==> src/rtl/btn_pkg.sv <==
// Shared state encoding and default timing constants for the push-button debouncer.
package btn_pkg;

  typedef enum logic [1:0] {
    IDLE_LOW  = 2'd0,
    WAIT_HIGH = 2'd1,
    IDLE_HIGH = 2'd2,
    WAIT_LOW  = 2'd3
  } btn_state_e;

  // 10 ms at 50 MHz
  localparam int unsigned BTN_DEBOUNCE_DEFAULT      = 500000;
  localparam int unsigned BTN_REPEAT_DELAY_DEFAULT  = 25000000;
  localparam int unsigned BTN_REPEAT_PERIOD_DEFAULT = 5000000;
  localparam int unsigned BTN_SIM_DEBOUNCE          = 4;

  function automatic int unsigned btn_max(input int unsigned a, input int unsigned b);
    return (a > b) ? a : b;
  endfunction

endpackage

==> src/rtl/sync_2ff.sv <==
// Generic two-flop synchronizer with synchronous active-high reset; reusable for any async level input.
module sync_2ff #(
  parameter int unsigned W = 1
) (
  input  logic         i_clk,
  input  logic         i_rst,
  input  logic [W-1:0] i_d,
  output logic [W-1:0] o_q
);

  logic [W-1:0] r_s1;
  logic [W-1:0] r_s2;

  always_ff @(posedge i_clk) begin
    if (i_rst) begin
      r_s1 <= '0;
      r_s2 <= '0;
    end else begin
      r_s1 <= i_d;
      r_s2 <= r_s1;
    end
  end

  assign o_q = r_s2;

endmodule

==> src/rtl/button_debouncer.sv <==
// Debounces the raw push-button into a clean level plus one-cycle Rise/Fall strobes.
// Optional auto-repeat of Rise while held is enabled by defining BTN_AUTOREPEAT_EN.
module button_debouncer
  import btn_pkg::*;
#(
  parameter int unsigned DEBOUNCE_CYCLES = BTN_DEBOUNCE_DEFAULT
`ifdef BTN_AUTOREPEAT_EN
  , parameter int unsigned REPEAT_DELAY  = BTN_REPEAT_DELAY_DEFAULT
  , parameter int unsigned REPEAT_PERIOD = BTN_REPEAT_PERIOD_DEFAULT
`endif
) (
  input  logic Clk,
  input  logic Rst,
  input  logic Button_raw,
  output logic Btn_level,
  output logic Rise,
  output logic Fall,
  output logic Busy
);

`ifdef BTN_AUTOREPEAT_EN
  localparam int unsigned CNT_MAX = btn_max(DEBOUNCE_CYCLES, btn_max(REPEAT_DELAY, REPEAT_PERIOD));
`else
  localparam int unsigned CNT_MAX = DEBOUNCE_CYCLES;
`endif
  localparam int unsigned CNT_W = $clog2(CNT_MAX) + 1;
  localparam logic [CNT_W-1:0] DEB_LAST = CNT_W'(DEBOUNCE_CYCLES - 1);

  logic             w_s;
  btn_state_e       r_state, w_state_nxt;
  logic [CNT_W-1:0] r_cnt, w_cnt_nxt;
  logic             r_level, w_level_nxt;
  logic             r_rise, w_rise_nxt;
  logic             r_fall, w_fall_nxt;

  sync_2ff #(.W(1)) u_sync (
    .i_clk (Clk),
    .i_rst (Rst),
    .i_d   (Button_raw),
    .o_q   (w_s)
  );

`ifdef BTN_AUTOREPEAT_EN
  localparam logic [CNT_W-1:0] DLY_LAST = CNT_W'(REPEAT_DELAY - 1);
  localparam logic [CNT_W-1:0] PER_LAST = CNT_W'(REPEAT_PERIOD - 1);

  logic [CNT_W-1:0] r_rep_cnt, w_rep_cnt_nxt;
  logic             r_rep_armed, w_rep_armed_nxt;
  logic [CNT_W-1:0] w_rep_last;

  // After the first repeat the counter reloads and compares against the shorter period.
  assign w_rep_last = r_rep_armed ? PER_LAST : DLY_LAST;

  always_ff @(posedge Clk) begin
    if (Rst) begin
      r_rep_cnt   <= '0;
      r_rep_armed <= 1'b0;
    end else begin
      r_rep_cnt   <= w_rep_cnt_nxt;
      r_rep_armed <= w_rep_armed_nxt;
    end
  end
`endif

  always_ff @(posedge Clk) begin
    if (Rst) begin
      r_state <= IDLE_LOW;
      r_cnt   <= '0;
      r_level <= 1'b0;
      r_rise  <= 1'b0;
      r_fall  <= 1'b0;
    end else begin
      r_state <= w_state_nxt;
      r_cnt   <= w_cnt_nxt;
      r_level <= w_level_nxt;
      r_rise  <= w_rise_nxt;
      r_fall  <= w_fall_nxt;
    end
  end

  always_comb begin
    w_state_nxt = r_state;
    w_cnt_nxt   = r_cnt;
    w_level_nxt = r_level;
    w_rise_nxt  = 1'b0;
    w_fall_nxt  = 1'b0;
`ifdef BTN_AUTOREPEAT_EN
    w_rep_cnt_nxt   = r_rep_cnt;
    w_rep_armed_nxt = r_rep_armed;
`endif
    case (r_state)
      IDLE_LOW: begin
        if (w_s) begin
          w_state_nxt = WAIT_HIGH;
          w_cnt_nxt   = '0;
        end
      end
      WAIT_HIGH: begin
        if (!w_s) begin
          w_state_nxt = IDLE_LOW;
        end else if (r_cnt == DEB_LAST) begin
          w_state_nxt = IDLE_HIGH;
          w_level_nxt = 1'b1;
          w_rise_nxt  = 1'b1;
`ifdef BTN_AUTOREPEAT_EN
          w_rep_cnt_nxt   = '0;
          w_rep_armed_nxt = 1'b0;
`endif
        end else begin
          w_cnt_nxt = r_cnt + 1'b1;
        end
      end
      IDLE_HIGH: begin
        if (!w_s) begin
          w_state_nxt = WAIT_LOW;
          w_cnt_nxt   = '0;
        end
`ifdef BTN_AUTOREPEAT_EN
        else if (r_rep_cnt == w_rep_last) begin
          w_rise_nxt      = 1'b1;
          w_rep_cnt_nxt   = '0;
          w_rep_armed_nxt = 1'b1;
        end else begin
          w_rep_cnt_nxt = r_rep_cnt + 1'b1;
        end
`endif
      end
      WAIT_LOW: begin
        if (w_s) begin
          w_state_nxt = IDLE_HIGH;
        end else if (r_cnt == DEB_LAST) begin
          w_state_nxt = IDLE_LOW;
          w_level_nxt = 1'b0;
          w_fall_nxt  = 1'b1;
        end else begin
          w_cnt_nxt = r_cnt + 1'b1;
        end
      end
      default: w_state_nxt = IDLE_LOW;
    endcase
  end

  assign Btn_level = r_level;
  assign Rise      = r_rise;
  assign Fall      = r_fall;
  assign Busy      = (r_state == WAIT_HIGH) || (r_state == WAIT_LOW);

endmodule

==> config.mk <==
export PLATFORM = sky130hd
export DESIGN_NAME = button_debouncer
export DESIGN_NICKNAME = d
export VERILOG_FILES = /design/src/rtl/btn_pkg.sv /design/src/rtl/sync_2ff.sv /design/src/rtl/button_debouncer.sv
export SDC_FILE = /design/constraint.sdc
export NUM_CORES = 1
export LEC_CHECK = 0
export CAP_MARGIN = 15
export CORE_MARGIN = 2
export CORE_UTILIZATION = 32
export CTS_CLUSTER_DIAMETER = 30
export DETAILED_ROUTE_END_ITERATION = 6
export REMOVE_ABC_BUFFERS = 1
export SETUP_SLACK_MARGIN = 0.05
export SYNTH_ARGS = -nofsm -noshare
export SYNTH_HDL_FRONTEND = slang
export SYNTH_SLANG_ARGS = --single-unit
==> constraint.sdc <==
create_clock -name Clk -period 2.3 [get_ports Clk]
set_input_delay 0.23 -clock Clk [delete_from_list [all_inputs] [get_ports Clk]]
set_output_delay 0.23 -clock Clk [all_outputs]
set_load 0.02 [all_outputs]
==> reports/summary.log <==
INFO  global_routing top_usage_layer=met2
INFO  global_routing pin_count_of_the_biggest_net_entering_global_routing=15
INFO  clocking       cts.reportedPaths.clkPinSlew=0.08ns
INFO  global_routing grt_use_met2=0.2292
INFO  layout         nets=158
INFO  drt            vias=1013
INFO  hold_path      worstHoldEndpoint=u_sync.o_q
INFO  drt            routed_wire_length_per_instance=12.62um
INFO  pwr            max-vdd-ir-drop=0.2554mV
INFO  placed_design  detailedPlacementHpwl=1.932mm
INFO  layout         antennaDiodeCount=0
INFO  placed_design  place.gp.congestion=0.8237
INFO  clocking       worstSkewPairLatency=0.27ns
INFO  setup_path     worst_path_max_stage_delay=0.55ns
INFO  global_routing grt_use_total=0.1296
INFO  synth          postSynthAreaPerCell=8.716um2
INFO  setup_path     cp_max_fo=14
INFO  hold_path      holdCritStartpoint=u_sync.r_s1
INFO  floorplanning  core.rowCount=23
INFO  synth          synth_top_cell_by_area=sky130_fd_sc_hd__dfxtp_1
INFO  sta            final.setup.tns=0ns
INFO  setup_path     rrSetupSlack=0.36ns
INFO  clocking       post_cts.repair.setup_buffers=0
INFO  setup_path     rr_startpoint=r_cnt[0]
INFO  setup_path     worst-setup-path-type=reg2reg
INFO  placed_design  port-buffer-count=6
INFO  clocking       cts.sink_count=27
INFO  drt            drt-pass1-iter-count=4
INFO  sta            final-setup-viol-count=0
INFO  clocking       ctsHoldBuffers=0
INFO  synth          syn-cell-area=1290um2
INFO  setup_path     cp_slowest_cell=sky130_fd_sc_hd__or4_1
INFO  synth          mapped_cells=148
INFO  synth          post_synth_num_cell_types=36
INFO  floorplanning  core-area=3943um2
INFO  setup_path     critical_path_arrival=2.15ns
INFO  synth          synth.top_cell.area_share=0.4190
INFO  sta            final.setup_skew=0.003063ns
INFO  outcome        run_status=complete, no violations
INFO  synth          largest_cells_by_area_after_synthesis=sky130_fd_sc_hd__dfxtp_1, sky130_fd_sc_hd__nor2_1, sky130_fd_sc_hd__nand3_1
INFO  floorplanning  die_height=67.49um
INFO  setup_path     startpoint_type=flip-flop
INFO  sta            timing_worst_slew_pin_value=0.4766ns
INFO  clocking       cts.htree.levels=1
INFO  drt            drcViolationCount=0
INFO  layout         area_delta_synth_final=11.45%
INFO  layout         layout_filler_cell_count=410
INFO  global_routing grt.met3_usage=0.03000
INFO  sta            holdWs=0.4545ns
INFO  floorplanning  die-area=4555um2
INFO  sta            min_period_over_period=0.8438
INFO  drt            drtIter0Drc=37
INFO  layout         final_cell_count_no_fill=203
INFO  layout         utilization=0.3646
INFO  hold_path      hold_class=reg2reg
INFO  layout         area_used_by_multi_input_combinational_logic=714.4um2
INFO  global_routing use_met1=0.1550
INFO  drt            routed_via_density=4.990
INFO  synth          yosys_warnings=0
INFO  clocking       root_buffer=sky130_fd_sc_hd__clkbuf_8
INFO  sta            period_needed=1.941ns
INFO  setup_path     r2r.worst_path.cells=6
INFO  setup_path     critPathRequiredTime=2.51ns
INFO  floorplanning  floorplan.initialDensity=0.3272
INFO  setup_path     worst_setup_startpoint=r_cnt[0]
INFO  global_routing first_global_vias=1017
INFO  global_routing grt_antenna_before_repair=0
INFO  clocking       cts_tree=done
INFO  floorplanning  floorplan.die.width=67.49um
INFO  pwr            leakage=0.4765nW
INFO  sta            slew_viol_final=0
INFO  setup_path     critical_path_cell_by_cell=ha_1, and2_1, nand3_1, o21ai_2, or4_1, a21oi_1
INFO  sta            grt_setup_unrepaired=no
INFO  layout         area.sequential=540.5um2
INFO  global_routing grt_pass1_wl=4.505mm
INFO  drt            detail-route-antenna-nets=0
INFO  setup_path     timing.rr.end=r_cnt[10]
INFO  synth          synth_sequential_area_ratio=0.4190
INFO  sta            max-slew-margin-rel=0.6822
INFO  clocking       tritoncts.num_buffers=3
INFO  sta            max_clock_freq=515.3MHz
INFO  sta            final-hold-violation-count=0
INFO  synth          ys_seq_elements=27
INFO  drt            detail_route.wirelength=2.561mm
INFO  hold_path      min_delay_path_depth=1
INFO  clocking       cts-root-to-sink-buffers=2
INFO  setup_path     crit_end_category=flip-flop
INFO  layout         drive_above_1_share=0.06536
INFO  floorplanning  ioPinCount=7
INFO  pwr            power_density=535.8nW/um2
INFO  flow_run       max_capacitance_violation_total=0
INFO  placed_design  placedCellCount=199
INFO  global_routing globalRouteOverflowTotal=0
INFO  clocking       cts_resized=0
==> worst max-delay path: cells and delay by family (launching register included) <==
kind            cells  cell delay [ns]
simple gates        3             0.97
flops               1             0.34
compound gates      2             0.34
fa+ha+maj           1             0.23
==> where the power goes <==
| group | internal, mW | switching (mW) |
|---|---|---|
| Clock | 0.124 | 0.134 |
| Combinational | 0.0159 | 0.0225 |
| Sequential | 0.471 | 0.00326 |
==> worst max-delay path by stage <==
stage / endpoint / slack [ns] / cells after the start
after floorplan: r_cnt[10] / 0.55 / 6
after global placement: r_cnt[10] / 0.45 / 6
after detailed placement: r_cnt[10] / 0.38 / 6
after CTS: r_cnt[10] / 0.35 / 6
after global routing: r_cnt[16] / 0.13 / 6
final: r_cnt[10] / 0.36 / 6
==> per-stage QoR <==
step	worst slack [ns]	total power, mW	area (um2)
global route	0.1349	0.7973	1438
floorplan	0.5522	0.5060	1262
finish	0.3594	0.7703	1438
detailed placement	0.3779	0.5238	1393
CTS	0.3483	0.7838	1438
global placement	0.4533	0.5234	1393
==> Yosys cell counts, drive strengths merged <==
master	n
a21o	1
a21oi	8
and2	2
and2b	1
and4	1
buf	4
clkbuf	2
dfxtp	27
ha	1
inv	2
mux2i	3
nand2	11
nand3	12
nand4	6
nand4b	2
nor2	17
nor2b	2
nor3	2
nor3b	2
nor4	3
nor4b	3
o211ai	2
o21ai	8
o31ai	3
o41ai	1
or2	3
or3	7
or3b	1
or4	2
xnor2	3
xor2	6
==> layout make-up <==
cell class / instances / area share
well taps: 50 / 0.04352
inverters: 2 / 0.005222
multi-input cells: 113 / 0.4970
clock buffers: 4 / 0.03133
flip-flops and latches: 27 / 0.3760
repair buffers: 7 / 0.04700
==> cells by family (layout without fill, tap and decap cells) <==
family                   count (synthesis)  after routing  share of synthesized area
adder cells (fa/ha/maj)                  1              1                   0.009698
XOR/XNOR                                 9              9                    0.06693
buffers and inverters                    8             13                    0.02716
AND/OR/NAND/NOR                         77             77                     0.3472
AO/OA/AOI/OAI                           23             23                     0.1067
multiplexers                             3              3                    0.02328
flip-flops                              27             27                     0.4190
==> placed cells by master, fill, tap and decap left out, types with 3 or more instances in the layout <==
cell type	synthesis	layout
sky130_fd_sc_hd__o21ai_0	7	7
sky130_fd_sc_hd__nand3_1	12	12
sky130_fd_sc_hd__nor4b_1	3	3
sky130_fd_sc_hd__xnor2_1	3	3
sky130_fd_sc_hd__clkbuf_8	0	3
sky130_fd_sc_hd__or3_1	7	7
sky130_fd_sc_hd__nor2_1	17	17
sky130_fd_sc_hd__dfxtp_1	27	27
sky130_fd_sc_hd__o31ai_1	3	3
sky130_fd_sc_hd__a21oi_1	8	8
sky130_fd_sc_hd__xor2_1	5	5
sky130_fd_sc_hd__mux2i_1	3	3
sky130_fd_sc_hd__clkdlybuf4s50_1	0	6
sky130_fd_sc_hd__nand2_1	11	11
sky130_fd_sc_hd__nand4_1	5	5
==> state kept, by name, summed over array words and instances (netlist names), named ones only <==
register,cells
Btn_level,1
r_cnt,20
u_sync.o_q,1
u_sync.r_s1,1
Fall,1
r_state,1
Rise,1
==> routing by layer <==
metal	up-vias	routed length, um
li1	544	-
met1	453	1199
met2	11	1269
met3	5	65
met4	0	25
met5	-	0
No activity file was read; power rests on OpenSTA's default activity.
==> variant: new RTL, config.mk and constraints unchanged <==
Build with the macro `BTN_AUTOREPEAT_EN` defined.
--- a/src/rtl/button_debouncer.sv
+++ b/src/rtl/button_debouncer.sv
@@ -1,5 +1,7 @@
 // Debounces the raw push-button into a clean level plus one-cycle Rise/Fall strobes.
 // Optional auto-repeat of Rise while held is enabled by defining BTN_AUTOREPEAT_EN.
+`define BTN_AUTOREPEAT_EN
+
 module button_debouncer
   import btn_pkg::*;
 #(
Formal check against the unedited RTL: no difference found for any inputs over 10 cycles, from zero or initial values and one cycle with Rst high; that may be too few to reach the edited logic, so the function may still have changed.
==> variant against the original RTL <==
  * Total power increased to 3.4 times the old value
  * Critical path depth rose by 1
  * Synthesized cell count grew to 2.8 times the old value
  * Synthesized area grew to 2.6 times the old value
  * Cell area rose to 3.0 times the old value
  * Worst setup slack worse by 0.34 ns
  * Worst hold slack worse by 0.019 ns
  * Wire length rose to 3.7 times the old value
  * Sequential cell count grew 33
  * Highest routed layer unchanged
==> variant: results (changes against the original RTL) <==
Post-Route Skew: 0.0142 ns (+0.0111 ns)
WP data arrival: 2.50 ns (+0.35 ns)
drt first-iter violations: 195 (+430%)
post-synthesis cell type count: 53 (+47%)
ranking of synthesized cells by area: dfxtp_1 (36%), nand4_1 (4.0%), a21oi_1 (3.8%)
fin cells: 621 (+210%)
Hold Crit Class: in -> reg
Syn Inst Count: 416 (+180%)
FF-to-FF path depth: 7 (+1)
pre-CTS WS: 0.00285 ns (-0.375 ns)
Post-DP HPWL: 6.36 mm (+230%)
FF-to-FF Start: r_rep_cnt[9]
first-pass GRT wire length: 15.0 mm (+230%)
Placed Area: 3890 sq um (+180%)
sequential fraction of the synthesis area: 36.2% (-5.7 points)
H-tree lvl count: 3 (+2)
switching share of power: 24.4% (+3.7 points)
Layout Utilization: 42.8% (+6.4 points)
CP max stage cell: or4_4
Post-synth top cells: dfxtp_1 (60), nand2_1 (33), nor2_1 (31)
Slew HR: 65.6% (-2.7 points)
wire length per cell: 15.1 microns (+20%)
Tot GR Track Use: 16.3% (+3.4 points)
RR Endpoint: r_rep_cnt[0]
largest net degree at the start of global routing: 24 (+9)
Placed Instances: 596 (+200%)
Hold Path Stages: 2 (+1)
outcome: complete, no violations
drt pass-1 iters: 5 (+1)
HP Start: Button_raw
hold slack: 0.436 ns (-0.0185 ns)
fillcell total: 1038 (+150%)
variant: layout make-up:
cell class                      instances  share of cell area, %
Tap cell                              136                   3.90
Clock buffer                           12                   3.56
Inverter                               17                   1.55
Clock inverter                          4                   2.18
Sequential cell                        60                   27.8
Multi-Input combinational cell        323                   48.6
Timing Repair Buffer                   69                   12.4
variant: how the worst max path moves through the flow:
stage	startpoint	endpoint	slack, ns
4_1_cts	r_rep_cnt[9]	r_rep_cnt[10]	0.06
5_1_grt	r_rep_cnt[9]	r_rep_cnt[0]	-0.05
2_1_floorplan	flip-flop	r_cnt[5]	-0.49
3_3_place_gp	r_rep_armed	r_rep_cnt[20]	0.04
3_5_place_dp	r_rep_armed	r_rep_cnt[20]	0.003
6_report	r_rep_cnt[9]	r_rep_cnt[0]	0.02
variant: cell families (layout without fill, tap and decap cells):
logic type	Yosys count	count (layout)	synth area share, %
xor+xnor	13	13	3.43
fa+ha+maj	6	6	2.26
buf+inv	35	102	4.56
compound gates	91	91	17.6
simple gates	211	213	35.9
flops	60	60	36.2
variant: power by group through the flow:
stage / clock, W / combinational (W) / sequential [W]
after floorplan: 0 / 0.000171 / 0.00108
after global placement: 0 / 0.000300 / 0.00108
after detailed placement: 0 / 0.000305 / 0.00108
after CTS: 0.00122 / 0.000304 / 0.00106
after global routing: 0.00126 / 0.000374 / 0.00106
final: 0.00120 / 0.000343 / 0.00106
variant: what timing repair did:
item / in CTS / in global routing
cloned: 0 / 2
buffers inserted: 0 / 7
resized for setup: 4 / 41
pin swaps: 3 / 6
setup endpoints to repair: 13 / 38
variant: routing by layer:
metal | global-route usage [%] | wire length [microns]
met5 | 0 | 0
met4 | 5.17 | 128
met3 | 3.59 | 497
met2 | 27.1 | 4610
met1 | 21.1 | 4160
